File: src/rtl/opb_sw_reg_bank_pkg.sv
// Shared types and helpers for the OPB software register bank.
package opb_sw_reg_bank_pkg;

   localparam int OPB_REG_BYTES = 4;

   typedef enum logic [1:0] {
      ST_IDLE = 2'd0,
      ST_ACK  = 2'd1,
      ST_WAIT = 2'd2
   } state_t;

   // Replace each byte of cur whose enable is set with the matching byte of wdata.
   // be[OPB_REG_BYTES-1] covers the most significant byte.
   function automatic logic [OPB_REG_BYTES*8-1:0] byte_merge(
      input logic [OPB_REG_BYTES*8-1:0] cur,
      input logic [OPB_REG_BYTES*8-1:0] wdata,
      input logic [OPB_REG_BYTES-1:0]   be
   );
      logic [OPB_REG_BYTES*8-1:0] res;
      res = cur;
      for (int b = 0; b < OPB_REG_BYTES; b++) begin
         if (be[b]) res[8*b +: 8] = wdata[8*b +: 8];
      end
      return res;
   endfunction

endpackage

File: src/rtl/opb_sw_reg_bank_if.sv
// OPB slave-side bus bundle. Bit 0 of every vector is the MSB, as on OPB.
interface opb_sw_reg_bank_if
   import opb_sw_reg_bank_pkg::*;
#(
   parameter int AWIDTH = 32,
   parameter int DWIDTH = OPB_REG_BYTES*8
);
   logic [0:AWIDTH-1]   OPB_ABus;
   logic [0:DWIDTH/8-1] OPB_BE;
   logic [0:DWIDTH-1]   OPB_DBus;
   logic                OPB_RNW;
   logic                OPB_select;
   logic                OPB_seqAddr;
   logic [0:DWIDTH-1]   Sl_DBus;
   logic                Sl_xferAck;
   logic                Sl_errAck;
   logic                Sl_retry;
   logic                Sl_toutSup;

   modport master (
      output OPB_ABus, OPB_BE, OPB_DBus, OPB_RNW, OPB_select, OPB_seqAddr,
      input  Sl_DBus, Sl_xferAck, Sl_errAck, Sl_retry, Sl_toutSup
   );

   modport slave (
      input  OPB_ABus, OPB_BE, OPB_DBus, OPB_RNW, OPB_select, OPB_seqAddr,
      output Sl_DBus, Sl_xferAck, Sl_errAck, Sl_retry, Sl_toutSup
   );
endinterface

File: src/rtl/opb_reg_byte_merge.sv
// Per-register byte-lane write merge.
module opb_reg_byte_merge
   import opb_sw_reg_bank_pkg::*;
(
   input  logic [OPB_REG_BYTES*8-1:0] cur,
   input  logic [OPB_REG_BYTES*8-1:0] wdata,
   input  logic [OPB_REG_BYTES-1:0]   be,
   output logic [OPB_REG_BYTES*8-1:0] merged
);
   assign merged = byte_merge(cur, wdata, be);
endmodule

File: src/rtl/opb_sw_reg_bank.sv
// OPB software register bank: C_NUM_REGS 32-bit registers behind an OPB slave.
// Build option OPB_REG_BANK_SHADOW_EN: bus writes land in shadow registers and
// reach user_data_out only when the commit address (index C_NUM_REGS) is written.
//
// state   | meaning
// IDLE    | waiting for a select inside the address window
// ACK     | one-cycle transfer acknowledge (write/read data captured on entry)
// WAIT    | transfer done, waiting for the master to drop select
module opb_sw_reg_bank
   import opb_sw_reg_bank_pkg::*;
#(
   parameter logic [31:0] C_BASEADDR    = 32'h0100_8200,
   parameter logic [31:0] C_HIGHADDR    = 32'h0100_82FF,
   parameter int          C_OPB_AWIDTH  = 32,
   parameter int          C_OPB_DWIDTH  = 32,
   parameter int          C_NUM_REGS    = 4,
   parameter logic [31:0] C_RESET_VALUE = 32'h0,
   parameter              C_FAMILY      = "virtex6"
) (
   input  logic                       OPB_Clk,
   input  logic                       OPB_Rst,
   opb_sw_reg_bank_if.slave           bus,
   output logic [C_NUM_REGS*32-1:0]   user_data_out,
   output logic [C_NUM_REGS-1:0]      user_wr_strobe
);

   localparam int            IW   = C_OPB_AWIDTH - 2;
   localparam logic [IW-1:0] NREG = IW'(C_NUM_REGS);

   state_t                      state;
   logic [C_OPB_AWIDTH-1:0]     addr;
   logic [C_OPB_AWIDTH-1:0]     offset;
   logic [IW-1:0]               idx;
   logic [C_OPB_DWIDTH-1:0]     wdata;
   logic [OPB_REG_BYTES-1:0]    be;
   logic                        hit;
   logic                        start;
   logic                        reg_hit;
   logic                        commit_sel;
   logic                        wr_start;
   logic [C_NUM_REGS-1:0]       wr_sel;
   logic [31:0]                 store  [C_NUM_REGS];
   logic [31:0]                 merged [C_NUM_REGS];
   logic [31:0]                 rd_val;
   logic [31:0]                 rdata;
   logic                        xfer_ack;
   logic                        err_ack;
   logic                        unused_ok;

   assign addr    = bus.OPB_ABus;
   assign wdata   = bus.OPB_DBus;
   assign be      = bus.OPB_BE;
   assign offset  = addr - C_BASEADDR;
   assign idx     = offset[C_OPB_AWIDTH-1:2];
   assign hit     = bus.OPB_select && (addr >= C_BASEADDR) && (addr <= C_HIGHADDR);
   assign start   = (state == ST_IDLE) && hit;
   assign reg_hit = idx < NREG;
   assign wr_start = start && !bus.OPB_RNW && (be != '0) && reg_hit;

`ifdef OPB_REG_BANK_SHADOW_EN
   assign commit_sel = (idx == NREG);
`else
   assign commit_sel = 1'b0;
`endif

   assign bus.Sl_DBus    = rdata;
   assign bus.Sl_xferAck = xfer_ack;
   assign bus.Sl_errAck  = err_ack;
   assign bus.Sl_retry   = 1'b0;
   assign bus.Sl_toutSup = 1'b0;

   // seqAddr and the byte offset inside a word carry no meaning for this slave.
   assign unused_ok = ^{bus.OPB_seqAddr, offset[1:0], C_FAMILY};

   // Select the addressed bus-visible register for reads.
   always_comb begin
      rd_val = '0;
      for (int i = 0; i < C_NUM_REGS; i++) begin
         if (idx == IW'(i)) rd_val = store[i];
      end
   end

   for (genvar g = 0; g < C_NUM_REGS; g++) begin : g_reg
      assign wr_sel[g] = wr_start && (idx == IW'(g));
      opb_reg_byte_merge u_merge (
         .cur    (store[g]),
         .wdata  (wdata),
         .be     (be),
         .merged (merged[g])
      );
   end

   // Bus handshake: one ack per transfer, read data held only during the ack cycle.
   always_ff @(posedge OPB_Clk or posedge OPB_Rst) begin
      if (OPB_Rst) begin
         state    <= ST_IDLE;
         xfer_ack <= 1'b0;
         err_ack  <= 1'b0;
         rdata    <= '0;
      end else begin
         xfer_ack <= 1'b0;
         err_ack  <= 1'b0;
         rdata    <= '0;
         case (state)
            ST_IDLE: begin
               if (hit) begin
                  state    <= ST_ACK;
                  xfer_ack <= 1'b1;
                  err_ack  <= !reg_hit && !commit_sel;
                  if (bus.OPB_RNW && reg_hit) rdata <= rd_val;
               end
            end
            ST_ACK:  state <= ST_WAIT;
            ST_WAIT: if (!bus.OPB_select) state <= ST_IDLE;
            default: state <= ST_IDLE;
         endcase
      end
   end

`ifdef OPB_REG_BANK_SHADOW_EN
   logic [31:0]           active [C_NUM_REGS];
   logic [C_NUM_REGS-1:0] dirty;
   logic                  commit_wr;

   assign commit_wr = start && !bus.OPB_RNW && (be != '0) && commit_sel;

   for (genvar g = 0; g < C_NUM_REGS; g++) begin : g_out
      assign user_data_out[32*g +: 32] = active[g];
   end

   // Shadow writes mark the register dirty; a commit publishes every shadow at once.
   always_ff @(posedge OPB_Clk or posedge OPB_Rst) begin
      if (OPB_Rst) begin
         for (int i = 0; i < C_NUM_REGS; i++) begin
            store[i]  <= C_RESET_VALUE;
            active[i] <= C_RESET_VALUE;
         end
         dirty          <= '0;
         user_wr_strobe <= '0;
      end else begin
         user_wr_strobe <= '0;
         for (int i = 0; i < C_NUM_REGS; i++) begin
            if (wr_sel[i]) begin
               store[i] <= merged[i];
               dirty[i] <= 1'b1;
            end
         end
         if (commit_wr) begin
            for (int i = 0; i < C_NUM_REGS; i++) active[i] <= store[i];
            user_wr_strobe <= dirty;
            dirty          <= '0;
         end
      end
   end
`else
   for (genvar g = 0; g < C_NUM_REGS; g++) begin : g_out
      assign user_data_out[32*g +: 32] = store[g];
   end

   // Direct mode: bus writes update the user-visible register and strobe it.
   always_ff @(posedge OPB_Clk or posedge OPB_Rst) begin
      if (OPB_Rst) begin
         for (int i = 0; i < C_NUM_REGS; i++) store[i] <= C_RESET_VALUE;
         user_wr_strobe <= '0;
      end else begin
         user_wr_strobe <= '0;
         for (int i = 0; i < C_NUM_REGS; i++) begin
            if (wr_sel[i]) begin
               store[i]          <= merged[i];
               user_wr_strobe[i] <= 1'b1;
            end
         end
      end
   end
`endif

endmodule

File: src/flat_wrapper.sv
// flat-port wrapper written by rule: the top's interface ports become plain ports
module opb_sw_reg_bank_flat import opb_sw_reg_bank_pkg::*;
#(
   parameter logic [31:0] C_BASEADDR    = 32'h0100_8200,
   parameter logic [31:0] C_HIGHADDR    = 32'h0100_82FF,
   parameter int          C_OPB_AWIDTH  = 32,
   parameter int          C_OPB_DWIDTH  = 32,
   parameter int          C_NUM_REGS    = 4,
   parameter logic [31:0] C_RESET_VALUE = 32'h0,
   parameter              C_FAMILY      = "       "
)
  (OPB_Clk, OPB_Rst, user_data_out, user_wr_strobe, bus_OPB_ABus, bus_OPB_BE, bus_OPB_DBus, bus_OPB_RNW, bus_OPB_select, bus_OPB_seqAddr, bus_Sl_DBus, bus_Sl_xferAck, bus_Sl_errAck, bus_Sl_retry, bus_Sl_toutSup);
  opb_sw_reg_bank_if bus_i ();
  input  logic OPB_Clk;
  input  logic OPB_Rst;
  output logic [C_NUM_REGS*32-1:0] user_data_out;
  output logic [C_NUM_REGS-1:0] user_wr_strobe;
  input wire logic [$bits(bus_i.OPB_ABus)-1:0] bus_OPB_ABus;
  input wire logic [$bits(bus_i.OPB_BE)-1:0] bus_OPB_BE;
  input wire logic [$bits(bus_i.OPB_DBus)-1:0] bus_OPB_DBus;
  input wire logic [$bits(bus_i.OPB_RNW)-1:0] bus_OPB_RNW;
  input wire logic [$bits(bus_i.OPB_select)-1:0] bus_OPB_select;
  input wire logic [$bits(bus_i.OPB_seqAddr)-1:0] bus_OPB_seqAddr;
  output wire logic [$bits(bus_i.Sl_DBus)-1:0] bus_Sl_DBus;
  output wire logic [$bits(bus_i.Sl_xferAck)-1:0] bus_Sl_xferAck;
  output wire logic [$bits(bus_i.Sl_errAck)-1:0] bus_Sl_errAck;
  output wire logic [$bits(bus_i.Sl_retry)-1:0] bus_Sl_retry;
  output wire logic [$bits(bus_i.Sl_toutSup)-1:0] bus_Sl_toutSup;
  assign bus_i.OPB_ABus = bus_OPB_ABus;
  assign bus_i.OPB_BE = bus_OPB_BE;
  assign bus_i.OPB_DBus = bus_OPB_DBus;
  assign bus_i.OPB_RNW = bus_OPB_RNW;
  assign bus_i.OPB_select = bus_OPB_select;
  assign bus_i.OPB_seqAddr = bus_OPB_seqAddr;
  assign bus_Sl_DBus = bus_i.Sl_DBus;
  assign bus_Sl_xferAck = bus_i.Sl_xferAck;
  assign bus_Sl_errAck = bus_i.Sl_errAck;
  assign bus_Sl_retry = bus_i.Sl_retry;
  assign bus_Sl_toutSup = bus_i.Sl_toutSup;
  opb_sw_reg_bank #(.C_BASEADDR(C_BASEADDR), .C_HIGHADDR(C_HIGHADDR), .C_OPB_AWIDTH(C_OPB_AWIDTH), .C_OPB_DWIDTH(C_OPB_DWIDTH), .C_NUM_REGS(C_NUM_REGS), .C_RESET_VALUE(C_RESET_VALUE), .C_FAMILY(C_FAMILY)) u_core (.OPB_Clk(OPB_Clk), .OPB_Rst(OPB_Rst), .bus(bus_i), .user_data_out(user_data_out), .user_wr_strobe(user_wr_strobe));
endmodule
File: config.mk
export PLATFORM = sky130hd
export DESIGN_NAME = opb_sw_reg_bank_flat
export DESIGN_NICKNAME = d
export VERILOG_FILES = /design/src/rtl/opb_sw_reg_bank_pkg.sv /design/src/rtl/opb_sw_reg_bank_if.sv /design/src/rtl/opb_reg_byte_merge.sv /design/src/rtl/opb_sw_reg_bank.sv /design/src/flat_wrapper.sv
export SDC_FILE = /design/constraint.sdc
export NUM_CORES = 1
export LEC_CHECK = 0
export CORE_ASPECT_RATIO = 0.7
export CORE_UTILIZATION = 43
export CTS_CLUSTER_DIAMETER = 80
export DETAILED_ROUTE_END_ITERATION = 6
export PLACE_DENSITY = 0.77
export SETUP_SLACK_MARGIN = 0.02
export SLEW_MARGIN = 20
export SYNTH_ARGS = -nofsm -noshare
export SYNTH_HDL_FRONTEND = slang
export SYNTH_SLANG_ARGS = --single-unit
File: constraint.sdc
create_clock -name OPB_Clk -period 5.95 [get_ports OPB_Clk]
set_input_delay 1.785 -clock OPB_Clk [delete_from_list [all_inputs] [get_ports OPB_Clk]]
set_output_delay 1.785 -clock OPB_Clk [all_outputs]
set_load 0.01 [all_outputs]
Word-level counts from Yosys, hierarchy flattened
Cells that the tools add are included.
- flip-flop bits (word level): 168
- bits of input ports: 73
- output and inout port bits: 168
- logic and storage cells: 83
- add/subtract/negate cells: 1
- $lt $le $gt $ge: 3
- eq/ne operators: 7
- mux-type cells: 18
- reduce and logical (&&, ||, !) cells: 33
- operators by type and width (cell ; count):
    $mux W32 ; 7
    $eq A30 B2 Y1 const B ; 2
    $reduce_and A2 Y1 ; 17
    $ge A32 B25 Y1 const B ; 1
    $le A32 B25 Y1 const B ; 1
    $sub A32 B25 Y32 const B ; 1
    $eq A30 B1 Y1 const B ; 1
    $logic_not A30 Y1 ; 1
    $lt A30 B3 Y1 const B ; 1
    $logic_and A1 B1 Y1 ; 11
    $mux W1 ; 8
    $pmux W2 S3 ; 1
    $mux W2 ; 2
    $reduce_bool A4 Y1 ; 1
    $eq A2 B1 Y1 const B ; 1
    $eq A2 B2 Y1 const B ; 1
    $logic_not A1 Y1 ; 2
    $logic_not A2 Y1 ; 1
    $ne A2 B1 Y1 const B ; 1
    $ne A2 B2 Y1 const B ; 1

Depth between registers and ports, before layout
Gate-level depths: netlist (run 1).
- depth after elaboration: 9
- gate-level depth with buffers: 10
- gate-level depth less buffers: 8

Modules after synthesis
From an unflattened synthesis (run 1), not the netlist that was laid out.
- cell total of the unflattened synthesis: 661
- area, all modules: 9756.9 µm²
- modules (own cells, without submodules) (module ; instances ; cells an instance ; area each (µm²) ; seq. area each (µm²)):
    opb_sw_reg_bank ; 1 ; 517 ; 7654.8 ; 4204.0
    opb_reg_byte_merge ; 4 ; 36 ; 525.5 ; 0.0

Worst setup path before layout (run 1)
No wires, ideal clock.
- kind: in2reg
- start point: input bus_OPB_ABus[9]
- end point: register u_core.store (netlist bit u_core.user_data_out[48])
- setup time: 125 ps
- arrival time: 4340 ps
- required time: 5825 ps
- setup slack: 1485 ps
- stages: 10
- path through: inv_1 -> ha_1 -> or4b_4 -> or4_4 -> a2111oi_2 -> o2111a_2 -> buf_12 -> and3_4 -> buf_12 -> mux2_4
- word-level cells in the longest chain between the ends: 9
- ends and longest elaborated chain (what ; line ; source):
    from (decl) ; flat_wrapper.sv:18 ; input wire logic [$bits(bus_i.OPB_ABus)-1:0] bus_OPB_ABus;
    branches (longest 7 deep; another with $sub A32 B25 Y32) ; n/a ;
    $logic_and A1 B1 Y1 * ; opb_sw_reg_bank.sv:84 ; assign wr_sel[g] = wr_start && (idx == IW'(g));
    $reduce_and A2 Y1 (no source line) * ; n/a ;
    to (signal, indexed assignment) ; opb_sw_reg_bank.sv:169 ; store[i] <= merged[i];
    to (decl) ; opb_sw_reg_bank.sv:42 ; logic [31:0] store [C_NUM_REGS];
Every way passes the cells marked *.
A chain may end at the register's enable or synchronous reset.

Worst setup path after layout (run 1)
- start point: input bus_OPB_ABus[9]
- end point: register u_core.store (netlist bit u_core.user_data_out[82])
The elaborated chain is that of the path after synthesis.

==> reports/qor.yml, run 1 <==
timing:
  rsz0062_at_grt: "false"
  relSlewSlack_pct: 40.76
  hold_violations: 0
  hold_slack_ps: 539.0
  post-route-period-util_pct: 83.83
  setup_tns_ps: 0
  setup_viol: 0
  skew_ps: 11.20
  maxSlewViolCount: 0
  setup_ws_ps: 961.9
  worstMarginPinSlew_ps: 886.8
  fin_crit_ps: 4988
  fmax_ghz: 0.2005
synthesis:
  synth-edff-count: 0
  yosys.area.top_type: "dfrtp_1"
  yosysSeqAreaShare_pct: 52.71
  netlist_area_um2: 7975
  ys.warnings.count: 0
  async_reset_ff_share_pct: 100.0
  ys_top_cells_by_count: "168 x dfrtp_1, 81 x mux2_2, 48 x mux2_4"
  postSynthAreaPerCell_um2: 15.05
  synth_top_area_share_pct: 52.71
  synthMostInstantiatedCell: "dfrtp_1"
  synthTopCellsByArea: "dfrtp_1 53%, mux2_2 11%, mux2_4 9.0%, mux4_2 9.0%, nor2b_1 2.8%"
  ys_ff_latch: 168
  synth_cell_types: 60
  synthesis.instances: 530
  ys.flop_type: "dfrtp_1"
drt:
  via_per_inst: 5.492
  antenna_left: 0
  wl_per_cell_um: 21.12
  finalWirelength_um: 21360
  drt-initial-drc-count: 374
  vias: 5552
  drtPass1Iterations: 4
  drc: 0
cells_and_area:
  finish.instance_area_um2: 11000
  area_growth_pct: 37.95
  nets: 835
  nFillCells: 1366
  drive_gt1_share_pct: 28.94
global_route:
  track_usage_pct: 22.92
  grt_max_degree: 84
  antenna_found_initial: 1
  grt_pass1_vias: 5746
  grt_pass1_wl_um: 32530
  grt_overflow: 0
placement:
  post-place-ws_ps: 558.5
  dpl_cell_area_um2: 10430
  port_buffers: 235
  dp_hpwl_um: 15320
  place.gp.congestion: 0.8848
clock_tree:
  post_cts_buffers: 0
  cts_made_buffers: 17
  holdBufCountCts: 0
  insertion_delay_ps: 420
  htreeDepth: 4
  path_clk_slew_ps: 60
  clk_path_buf_depth: 2
  cts.sinks: 168
  cts_tree: "yes"
  cts_resized: 0
  root_buffer: "clkbuf_16"
floorplan:
  die-width_um: 164.8
  coreArea_um2: 18110
  fp.dieH_um: 115.9
  dieArea_um2: 19100
  row_count: 41
  start_util_pct: 44.04
  io_pins: 241
power:
  seqPwrFrac_pct: 48.4
  irDropWorstVdd_mv: 0.1327
  combPwrFrac_pct: 6.2
  pwr_density_cell_nw_per_um2: 214.3
  leakage_nw: 4.801
  internal_power_mw: 1.795
  pwr-share-clk_pct: 45.4
  swShare_pct: 23.85
  switchingPower_uw: 562.4
worst_setup_path:
  cpMaxStageDelayCell: "or4b_4"
  worstSetupEndpointType: "flip-flop"
  arrival_ps: 5280
  cp-start-kind: "input port"
  cp_max_fo: 16
  cp_top_family: "simple AND/OR/NAND/NOR gates"
  cp.required_ps: 6240
  cp_cell_sequence: "clkdlybuf4s50_1, inv_1, ha_1, or4b_4, or4_4, a2111oi_2, o2111a_2, and3_2, mux2_2"
  cpPeakStageDelay_ps: 510
  crit_buf_inv: 2
  criticalPathCategory: "input port to flip-flop"
run_status:
  status: "complete, no violations"
job:
  cap_violations: 0
min_path:
  hold_path_class: "flip-flop to flip-flop"
==> sequential cells by signal, summed over array words and instances, names as in the netlist <==
register,cells
u_core.bus.Sl_errAck,1
u_core.bus.Sl_DBus,32
u_core.bus.Sl_xferAck,1
u_core.user_data_out,128
u_core.user_wr_strobe,4
u_core.state,2
==> layout by cell type, fill, tap and decap left out, types with 3 or more instances in the layout <==
cell type | synthesis | final
clkbuf_16 | 0 | 17
nand2_1 | 6 | 6
and3_4 | 6 | 6
clkinvlp_4 | 0 | 4
a21oi_1 | 6 | 6
mux4_2 | 32 | 32
mux2_4 | 48 | 48
buf_4 | 8 | 5
nand3_4 | 4 | 4
nor2b_1 | 36 | 36
and3_1 | 3 | 3
o21ai_0 | 10 | 10
clkdlybuf4s50_1 | 0 | 233
inv_1 | 10 | 9
nor3_1 | 5 | 5
or4_1 | 4 | 4
nand4_1 | 4 | 4
inv_6 | 0 | 3
nor2_1 | 14 | 14
nor4_1 | 10 | 10
dfrtp_1 | 168 | 168
mux2_2 | 81 | 81
o22ai_1 | 3 | 3
a211oi_1 | 3 | 3
and3_2 | 6 | 6
==> power by group through the flow <==
stage / clock (mW) / sequential, mW / combinational [mW]
final: 1.07 / 1.14 / 0.147
after global routing: 1.15 / 1.14 / 0.161
after CTS: 1.09 / 1.14 / 0.148
after detailed placement: 0 / 1.16 / 0.147
after global placement: 0 / 1.16 / 0.143
after floorplan: 0 / 1.16 / 0.0630
==> worst reg2reg max path: stages (launching register included) <==
cell,delay (ps)
dfrtp_1,400
nor4b_1,300
nand4_1,120
nor4_1,230
o2111a_2,520
and3_2,450
mux2_2,390
==> worst paths after layout <==
path / from / to / slack (ps) / cells past startpoint
min in group asynchronous: OPB_Rst / u_core.user_data_out[62] / 1890 / 2
max in group asynchronous: OPB_Rst / u_core.user_data_out[104] / 2960 / 3
hold reg to reg: u_core.state[0] / u_core.state[1] / 540 / 1
hold / removal: u_core.state[0] / u_core.state[1] / 540 / 1
setup / recovery: bus_OPB_ABus[9] / u_core.user_data_out[82] / 960 / 9
setup reg to reg: u_core.state[1] / u_core.user_data_out[82] / 3410 / 6
==> through the flow <==
step           util [%]  power [mW]  std cells
3_3_place_gp      57.58       1.307        978
2_1_floorplan         -       1.227        531
6_report          60.75       2.358       1011
3_5_place_dp      57.58       1.311        978
4_1_cts           60.74       2.380       1010
5_1_grt           60.74       2.454       1010
==> kinds of logic (layout without fill, tap and decap cells) <==
logic type | after synthesis | after routing | synth area share (%)
flops | 168 | 168 | 52.71
mux | 163 | 163 | 29.76
simple gates | 116 | 116 | 9.947
compound gates | 41 | 41 | 3.687
buf+inv | 40 | 283 | 3.687
fa+ha+maj | 1 | 1 | 0.1569
other cells | 1 | 3 | 0.04702
==> layer usage <==
metal	share of wire, %	GRT usage (%)
met1	44	30.72
met2	47	36.05
met3	8.1	7.445
met4	0.86	5.933
met5	0	0
==> cell type report <==
class	count	area, um^2	area share [%]
clock buffers	19	432.9	3.935
multi-input cells	323	3486	31.68
inverters	10	41.29	0.3753
well taps	236	295.3	2.684
repair buffers	241	2400	21.81
diodes	1	2.502	0.02275
flip-flops and latches	168	4204	38.21
clock inverters	13	140.1	1.274
Power figures use the tool's default switching activity.
==> inputs of run 2 (changes only) <==
--- a/config.mk
+++ b/config.mk
@@ -6,10 +6,10 @@
 export NUM_CORES = 1
 export LEC_CHECK = 0
 export CORE_ASPECT_RATIO = 0.7
-export CORE_UTILIZATION = 43
+export CORE_UTILIZATION = 48
 export CTS_CLUSTER_DIAMETER = 80
 export DETAILED_ROUTE_END_ITERATION = 6
-export PLACE_DENSITY = 0.77
+export PLACE_DENSITY = 0.81
 export SETUP_SLACK_MARGIN = 0.02
 export SLEW_MARGIN = 20
 export SYNTH_ARGS = -nofsm -noshare
==> constraint.sdc (replaced) <==
create_clock -name OPB_Clk -period 4.9 [get_ports OPB_Clk]
set_input_delay 1.47 -clock OPB_Clk [delete_from_list [all_inputs] [get_ports OPB_Clk]]
set_output_delay 1.47 -clock OPB_Clk [all_outputs]
set_load 0.01 [all_outputs]
==> run 2 against run 1 <==
Effect of this change: critical path depth rose by 1; global-route usage rose by 3.0 points; worst hold slack got worse by 26 ps; flip-flop and latch count did not move; setup slack got worse by 400 ps; combinational power rose by 23%; clock-buffer cell count fell by 2; power rose by 25%; core utilization rose by 7.3 points; clock skew barely moved; first-iteration DRC count fell by 25%; non-clock buffer count rose by 8; largest power group unchanged.
==> reports/qor.yml, run 2 (synthesized netlist as in run 1, its figures left out) <==
run_status:
  status: "complete, no violations"
global_route:
  track_usage_pct: 25.95  # +3.0 points
  grt_max_degree: 94  # +12%
  grt_pass1_vias: 5781  # +0.61%
  grt_overflow: 0  # unchanged
  grt_pass1_wl_um: 32920  # +1.2%
  antenna_found_initial: 0  # -1
cells_and_area:
  finish.instance_area_um2: 11090  # +0.84%
  final_common_cell: "clkdlybuf4s50_1"
  final_cell_mix: "233 x clkdlybuf4s50_1, 168 x dfrtp_1, 81 x mux2_2"
  area_growth_pct: 39.11
  drive_gt1_share_pct: 29.92  # +0.98 points
  nets: 843  # +0.96%
  antenna_cells: 0  # -1
  nFillCells: 1176  # -14%
  largest_register_ffs: 128  # unchanged
worst_setup_path:
  cp_cell_sequence: "clkdlybuf4s50_1, inv_1, ha_1, or4b_4, or4_4, a2111oi_2, o2111a_2, buf_12, and3_2, mux2_2"
  criticalPathCategory: "input port to flip-flop"
  arrival_ps: 4650  # -630 ps
  ff2ff_path_depth: 7  # +1
  r2r_end: "u_core.user_data_out[83]"
  cp-start-kind: "input port"
  cp.required_ps: 5210  # -1030 ps
  rrSetupSlack_ps: 2620  # -790 ps
  cp_max_fo: 16  # unchanged
  reg2reg_from: "u_core.state[1]"
  cpMaxStageDelayCell: "or4b_4"
  crit_buf_inv: 3  # +1
  worstSetupEndpointType: "flip-flop"
  cp_top_family: "simple AND/OR/NAND/NOR gates"
  cpPeakStageDelay_ps: 510  # about the same
timing:
  setup_viol: 0  # unchanged
  relSlewSlack_pct: 45.17  # +4.4 points
  fin_crit_ps: 4335
  post-route-period-util_pct: 88.47
  rsz0062_at_grt: "false"
  hold_violations: 0  # unchanged
  skew_ps: 10.87  # -0.3243 ps
  maxSlewViolCount: 0  # unchanged
  fmax_ghz: 0.2307
  setup_ws_ps: 564.7  # -397.1 ps
  worstMarginPinSlew_ps: 819.5  # -67.30 ps
  setup_tns_ps: 0  # unchanged
clock_tree:
  root_buffer: "clkbuf_16"
  insertion_delay_ps: 420  # about the same
  path_clk_slew_ps: 70  # about the same
  cts_resized: 0  # unchanged
  holdBufCountCts: 0  # unchanged
  cts.sinks: 168  # unchanged
  htreeDepth: 4  # unchanged
  cts_tree: "yes"
  clk_path_buf_depth: 2  # unchanged
  post_cts_buffers: 0  # unchanged
  cts_made_buffers: 17  # unchanged
placement:
  dpl_cell_area_um2: 10490  # +0.56%
  port_buffers: 235  # unchanged
  dp_hpwl_um: 15350  # +0.20%
  place.gp.congestion: 0.9017  # +1.9%
  post-place-ws_ps: 137.2  # -421.3 ps
power:
  irDropWorstVdd_mv: 0.2079  # +57%
  leakage_nw: 4.861  # +1.2%
  finalPower_mw: 2.944  # +25%
  pwr_density_cell_nw_per_um2: 265.4  # +24%
floorplan:
  coreArea_um2: 16300  # -10%
  io_pins: 241  # unchanged
  dieArea_um2: 17140  # -10%
  die-width_um: 156.1  # -5.3%
  fp.dieH_um: 109.8  # -5.3%
  start_util_pct: 48.93  # +4.9 points
  row_count: 39  # -4.9%
job:
  cap_violations: 0  # unchanged
drt:
  vias: 5560  # +0.14%
  wl_per_cell_um: 21.59  # +2.2%
  drtPass1Iterations: 5  # +1
  drc: 0  # unchanged
  antenna_left: 0  # unchanged
  via_per_inst: 5.521  # +0.54%
  finalWirelength_um: 21740  # +1.8%
  drt-initial-drc-count: 279  # -25%
min_path:
  hold_path_class: "flip-flop to flip-flop"
  hold_end: "u_core.state[1]"
  hp-start: "u_core.state[0]"
  min_path_cells: 1  # unchanged
[run 2: changes by cell type in the layout (fill, tap and decap cells not counted), sizes merged]
cell    change
inv         +2
clkbuf      -2
bufinv      +1
buf         +8
clkinv      -1
diode       -1
[run 2: power by group]
| part | total [mW] | leakage (nW) | switching, mW | internal, mW |
|---|---|---|---|---|
| logic | 0.181 | 2.22 | 0.102 | 0.0793 |
| clock network | 1.38 | 0.291 | 0.603 | 0.773 |
| registers | 1.39 | 2.35 | 0.00000000203 | 1.39 |
[run 2: how the worst max path moves through the flow]
stage	from	end	cells past startpoint
detailed placement	bus_OPB_ABus[9]	u_core.user_data_out[73]	10
global placement	bus_OPB_ABus[9]	u_core.user_data_out[83]	10
finish	bus_OPB_ABus[9]	u_core.user_data_out[83]	10
CTS	bus_OPB_ABus[9]	u_core.user_data_out[73]	10
floorplan	bus_OPB_ABus[9]	u_core.user_data_out[48]	10
global route	bus_OPB_ABus[9]	u_core.user_data_out[75]	10
[run 2: layer usage]
layer	share of wire (%)	up-vias	GRT usage, %
met5	0	-	0
met3	7.2	15	6.937
met4	0.86	0	7.703
met1	43	2872	33.42
met2	49	223	43.30
li1	-	2450	-
[run 2: final cells by class]
class                   count  area [um^2]  area share [%]
clock buffers              17        425.4           3.834
clock inverters            15        183.9           1.658
inverters                  10        41.29          0.3722
multi-input cells         323         3486           31.42
flip-flops and latches    168         4204           37.89
well taps                 225        281.5           2.537
repair buffers            249         2472           22.28
[run 2: through the flow]
| stage | cells | hold WS (ps) | util (%) |
|---|---|---|---|
| floorplan | 531 | 481.3 | - |
| global placement | 975 | 489.6 | 64.33 |
| detailed placement | 975 | 499.2 | 64.33 |
| CTS | 1007 | 514.2 | 68.07 |
| global route | 1007 | 538.4 | 68.07 |
| finish | 1007 | 512.8 | 68.07 |
